--- config.mk ---
export PLATFORM = sky130hd
export DESIGN_NAME = conv_image_dma
export DESIGN_NICKNAME = d
export VERILOG_FILES = /design/src/rtl/conv_image_dma.sv
export SDC_FILE = /design/constraint.sdc
export NUM_CORES = 1
export LEC_CHECK = 0
export CAP_MARGIN = 40
export CORE_ASPECT_RATIO = 0.9
export CORE_MARGIN = 4
export CORE_UTILIZATION = 30
export DETAILED_ROUTE_END_ITERATION = 16
export PLACE_DENSITY = 0.63
export SLEW_MARGIN = 20
export SYNTH_ARGS = -nofsm -noshare
export SYNTH_HDL_FRONTEND = slang
export SYNTH_SLANG_ARGS = --single-unit
--- constraint.sdc ---
create_clock -name clk -period 5.7 [get_ports clk]
set_clock_uncertainty 0.05 [all_clocks]
set_input_delay 0.855 -clock clk [delete_from_list [all_inputs] [get_ports clk]]
set_output_delay 0.855 -clock clk [all_outputs]
set_load 0.05 [all_outputs]
--- src/rtl/conv_image_dma.sv ---
// -----------------------------------------------------------------------------
// conv_image_dma
//
// Host-side load/unload engine for the image-convolution processor's data RAM.
// A load streams IMG_LEN bytes from the host input stream into data RAM
// starting at IMG_BASE. The processor is then held enabled until it reports
// completion. Finally, OUT_LEN result bytes are read from data RAM starting at
// OUT_BASE and presented one at a time on the host output stream.
//
// The block owns the data-RAM port only while the processor is idle. The
// enclosing level muxes the RAM address, data and enable lines on busy/proc_en.
//
// Ports
//   clk, rst             : single rising-edge clock, asynchronous active-high reset
//   start                : one-cycle pulse, begins a load (accepted in IDLE/DONE)
//   in_valid/in_data     : host input byte stream; in_ready is high in LOAD
//   out_valid/out_data   : host output byte stream, held until out_ready
//   proc_en              : processor enable, high while the processor runs
//   proc_done            : processor completion level, sampled only in RUN
//   ram_addr/ram_w_en/
//   ram_r_en/ram_wdata   : data-RAM port; writes during LOAD, reads during RD
//   ram_rdata            : RAM read data, valid the cycle after ram_r_en
//   busy                 : high from LOAD through HOLD
//   done                 : high in DONE
// -----------------------------------------------------------------------------
module conv_image_dma #(
    parameter int ADDR_W   = 12,
    parameter int DATA_W   = 8,
    parameter int IMG_BASE = 0,
    parameter int IMG_LEN  = 16,
    parameter int OUT_BASE = 2048,
    parameter int OUT_LEN  = 4
) (
    input  logic              clk,
    input  logic              rst,
    input  logic              start,
    input  logic              in_valid,
    input  logic [DATA_W-1:0] in_data,
    output logic              in_ready,
    output logic              out_valid,
    output logic [DATA_W-1:0] out_data,
    input  logic              out_ready,
    output logic              proc_en,
    input  logic              proc_done,
    output logic [ADDR_W-1:0] ram_addr,
    output logic              ram_w_en,
    output logic              ram_r_en,
    output logic [DATA_W-1:0] ram_wdata,
    input  logic [DATA_W-1:0] ram_rdata,
    output logic              busy,
    output logic              done
);

    typedef enum logic [2:0] {
        S_IDLE,
        S_LOAD,
        S_RUN,
        S_RD,
        S_WAIT,
        S_HOLD,
        S_DONE
    } state_t;

    // One extra counter bit so a full 2^ADDR_W transfer length is representable.
    localparam int CNT_W = ADDR_W + 1;

    localparam logic [CNT_W-1:0]  IMG_LAST   = CNT_W'(IMG_LEN - 1);
    localparam logic [CNT_W-1:0]  OUT_LAST   = CNT_W'(OUT_LEN - 1);
    localparam logic [ADDR_W-1:0] IMG_BASE_A = ADDR_W'(IMG_BASE);
    localparam logic [ADDR_W-1:0] OUT_BASE_A = ADDR_W'(OUT_BASE);

    state_t            state;
    logic [CNT_W-1:0]  cnt;
    logic [ADDR_W-1:0] cnt_addr;
    logic              accept;

    // Address offsets drop the top counter bit, so base+cnt wraps modulo 2^ADDR_W.
    assign cnt_addr = cnt[ADDR_W-1:0];
    assign accept   = in_ready & in_valid;

    // -------------------------------------------------------------------------
    // Control FSM with registered status outputs
    // -------------------------------------------------------------------------
    always_ff @(posedge clk or posedge rst) begin
        if (rst) begin
            state     <= S_IDLE;
            cnt       <= '0;
            in_ready  <= 1'b0;
            out_valid <= 1'b0;
            out_data  <= '0;
            proc_en   <= 1'b0;
            busy      <= 1'b0;
            done      <= 1'b0;
        end else begin
            // NOTE: non-blocking assignments so every register here updates from
            // the values that held before this edge, independent of statement order.
            case (state)
                S_IDLE, S_DONE: begin
                    if (start) begin
                        state    <= S_LOAD;
                        cnt      <= '0;
                        in_ready <= 1'b1;
                        busy     <= 1'b1;
                        done     <= 1'b0;
                    end
                end

                S_LOAD: begin
                    if (accept) begin
                        if (cnt == IMG_LAST) begin
                            state    <= S_RUN;
                            cnt      <= '0;
                            in_ready <= 1'b0;
                            proc_en  <= 1'b1;
                        end else begin
                            cnt <= cnt + CNT_W'(1);
                        end
                    end
                end

                S_RUN: begin
                    if (proc_done) begin
                        state   <= S_RD;
                        proc_en <= 1'b0;
                    end
                end

                // The read is issued combinationally in RD; the data returns in WAIT.
                S_RD: begin
                    state <= S_WAIT;
                end

                S_WAIT: begin
                    out_data  <= ram_rdata;
                    out_valid <= 1'b1;
                    state     <= S_HOLD;
                end

                S_HOLD: begin
                    if (out_ready) begin
                        out_valid <= 1'b0;
                        if (cnt == OUT_LAST) begin
                            state <= S_DONE;
                            busy  <= 1'b0;
                            done  <= 1'b1;
                        end else begin
                            cnt   <= cnt + CNT_W'(1);
                            state <= S_RD;
                        end
                    end
                end

                default: begin
                    state <= S_IDLE;
                end
            endcase
        end
    end

    // -------------------------------------------------------------------------
    // Data-RAM port: writes follow the input handshake in the same cycle,
    // reads are a single-cycle strobe in RD. Idle port drives all zeros.
    // -------------------------------------------------------------------------
    always_comb begin
        // NOTE: every output gets a default first so no path infers a latch.
        ram_w_en  = 1'b0;
        ram_r_en  = 1'b0;
        ram_addr  = '0;
        ram_wdata = '0;
        if (state == S_LOAD && accept) begin
            ram_w_en  = 1'b1;
            ram_addr  = IMG_BASE_A + cnt_addr;
            ram_wdata = in_data;
        end else if (state == S_RD) begin
            ram_r_en = 1'b1;
            ram_addr = OUT_BASE_A + cnt_addr;
        end
    end

endmodule

==> results.md <==
* Fmax at ~250 MHz
* Crit path kind: primary input to primary output
* GPL Wtd Cong at between 0.7 and 0.8
* Met3 wire length at roughly 430 um
* Launch point of the worst path: in_valid
* Vias post-DR at between 1500 and 2000
* Fin. Hold Viols at 0
* Post_cts resized at 0
* Synth Area per Inst at around 9.5 um^2
* Final Util at 0.435
* Global-route wire length before repair at 7.26 mm
* Area growth syn-to-layout at 39.6%
* Dpl cell area at approximately 0.0024 mm^2
* Top sig layer: met4
* Tot GR Track Use at 0.130
* Maximum capacitance violations at 0
* CTS sink count at 29
* Fin nets at roughly 270
* Die X at between 80 and 90 um
* Clk slew on worst S/H paths at roughly 0.06 ns
* Core Area at around 0.0057 mm^2
* Global route overflow at 0
* Largest stage delay on the critical path at 0.81 ns
* Ports at 57
* Setup crit start kind: primary input
* CTS Root Buffer Type: clkbuf_8
* Hold_sp: out_valid
* Antenna Cells at 0
* Fin. max-slew vios at 0
* Setup repair after global routing missed its margin: no
* Ys Warns at 0
* Layout cells sized above 1 at 0.140
* Synth area leaders: dfrtp_1 41%, mux2_2 7.0%, and2_1 3.5%
* Simple-gate share of the synthesized area at 0.252
* Req. time, crit path at around 4.8 ns
* Largest area contributor in the netlist: dfrtp_1
* Synthesized net count at between 200 and 250
* Status: finished clean
* Starting Density at 0.312
* Finished Cell Area at between 0.002 and 0.0025 mm^2
* Metal-1 WL at between 2 and 2.5 mm
* # port buffers at 56
* Multiplexer area fraction after synthesis at 0.0818
* H-Tree Depth at 2
* Chip Height at roughly 80 um
* Post-synth EDFFs at 0
* Vias in the first global route at between 1000 and 1500
* CP Max Fanout at 13
* CP max stage cell: clkdlybuf4s50_1
* Pre-CTS setup slack at between 1.5 and 2 ns
* CTS Buf Count at 5
* # DRC at 0
* Most Frequent Cell on Critical Path: clkdlybuf4s50_1
* Share of synthesized registers carrying an async set or reset at 1.00
* Adder-cell area share of the yosys netlist at 0.0141
* Cell count after synthesis at about 190
* Mapped Area at around 0.0018 mm^2
* Post-DP HPWL at ~3.3 mm
* Crit path cell chain: clkdlybuf4s50_1, and3_1, nor2_1, buf_4, nor2b_1, clkdlybuf4s50_1
* Rel. slew slack at 0.582
* Part of the cycle the worst path needs at 0.696
* Yosys top cell area share at 0.409
* Clk_lat worst skew at 0.28 ns
* Yosys reg bits at 29
* Worst-Margin Slew at approximately 0.63 ns
* Worst hold slack at approximately 0.43 ns
* Final WS setup at approximately 1.7 ns
* PwrDens at about 480 mW/mm^2
* Register area share after synthesis at 0.409
* Leading post-synthesis cells by instance count: 29 x dfrtp_1, 13 x nor2_1, 11 x mux2_2, 11 x nand3_1
* Final setup fails at 0
* Leakage power at between 0.0009 and 0.001 uW
* Largest net degree at the start of global routing at 30
* Tmin final at between 3 and 4 ns
* Setup crit end kind: primary output
* Synth Area in Compound Gates at 0.178
* Routed len/inst at ~14 um
* Hold Path Class: flip-flop to flip-flop
* RR Startpoint: cnt[0]
* Hold_buf cts at 0
* DIE AREA at around 0.0072 mm^2
* Main flop type after synthesis: dfrtp_1
* Distinct cells, synth at 48
* Most frequent cell after synthesis: dfrtp_1
* Routed WL at ~4.5 mm
* Routed met2 length at approximately 1.9 mm
* Post-DR vias/cell at slightly above 5
* Peak VDD IR at roughly 0.31 mV
* Post-synthesis xor/xnor area fraction at 0.00917
* CTS Buffer Depth at 2
* WP data arrival at between 3 and 4 ns
* TNS Setup at 0 ns
* Number of routed nets with antenna violations at 0
* Post-CTS Setup Inserts at 0
* Rows at 26
* CTS tree: built
* Initial antenna violation count at 0
* Largest family of logic cells by synthesized area: simple AND/OR/NAND/NOR gates
* Initial DRC count at 142
* 1st-pass router iterations at 4
-- cell usage in the layout, fill, tap and decap left out, types with 2 or more instances in the layout --
cell	instances
o22ai_1	5
clkdlybuf4s50_1	56
buf_4	3
nor2b_1	7
a21oi_1	10
nand2b_1	4
a21o_1	2
o2bb2ai_1	3
clkbuf_8	7
nand4_1	6
o21ai_1	6
o21ai_0	3
dfrtp_1	29
inv_1	7
mux2_2	11
nor2_1	13
nor3b_1	3
nand2_1	10
nor3_1	2
and3_1	2
o21bai_1	3
nand3_1	11
and2_1	10
or4_1	3
ha_1	2
a21oi_2	2
-- stage by stage --
stage / instances / total power (uW)
finish: 312 / 1190
global route: 312 / 1260
CTS: 312 / 1200
detailed placement: 304 / 1010
global placement: 303 / 1000
floorplan: 186 / 826
-- final cells by class --
| class | count | area [um^2] |
|---|---|---|
| Fill cell | 557 | 3220 |
| Multi-Input combinational cell | 138 | 950 |
| Sequential cell | 29 | 726 |
| Timing Repair Buffer | 59 | 583 |
| Clock buffer | 7 | 96.3 |
| Tap cell | 70 | 87.6 |
| Inverter | 8 | 30.0 |
| Clock inverter | 1 | 5.00 |
-- per-layer routing --
metal	up-vias	GRT usage
met5	-	0
li1	783	-
met3	5	0.0426
met4	0	0.0402
met2	58	0.184
met1	744	0.187
-- worst max-delay path, delay by kind of cell --
family	cells	cell delay, ns
buf+inv	3	1.52
simple gates	3	0.68
-- flip-flops by register name (all words and copies together) (netlist names) --
name / flops
out_data: 8
out_valid: 1
cnt: 13
proc_en: 1
done: 1
state: 3
in_ready: 1
busy: 1
-- cells by family after synthesis --
group,after synthesis
simple gates,78
compound gates,44
flops,29
buf+inv,19
mux,13
fa+ha+maj,2
xor+xnor,1
-- path summary, 6_finish.rpt --
kind                                     to  slack (ns)  cells after the start
max in group asynchronous            cnt[0]        4.42                      3
worst min register to register    out_valid        0.43                      1
worst max-delay path            ram_addr[8]        1.74                      6
worst max register to register      cnt[10]        3.10                      6
worst min-delay path              out_valid        0.43                      1
min in group asynchronous          state[0]        0.90                      3
-- report_power, final --
part           internal (uW)  switching (uW)
Sequential               259            75.5
Clock                    109            77.3
Combinational            248             424
Power figures use the tool's default switching activity.
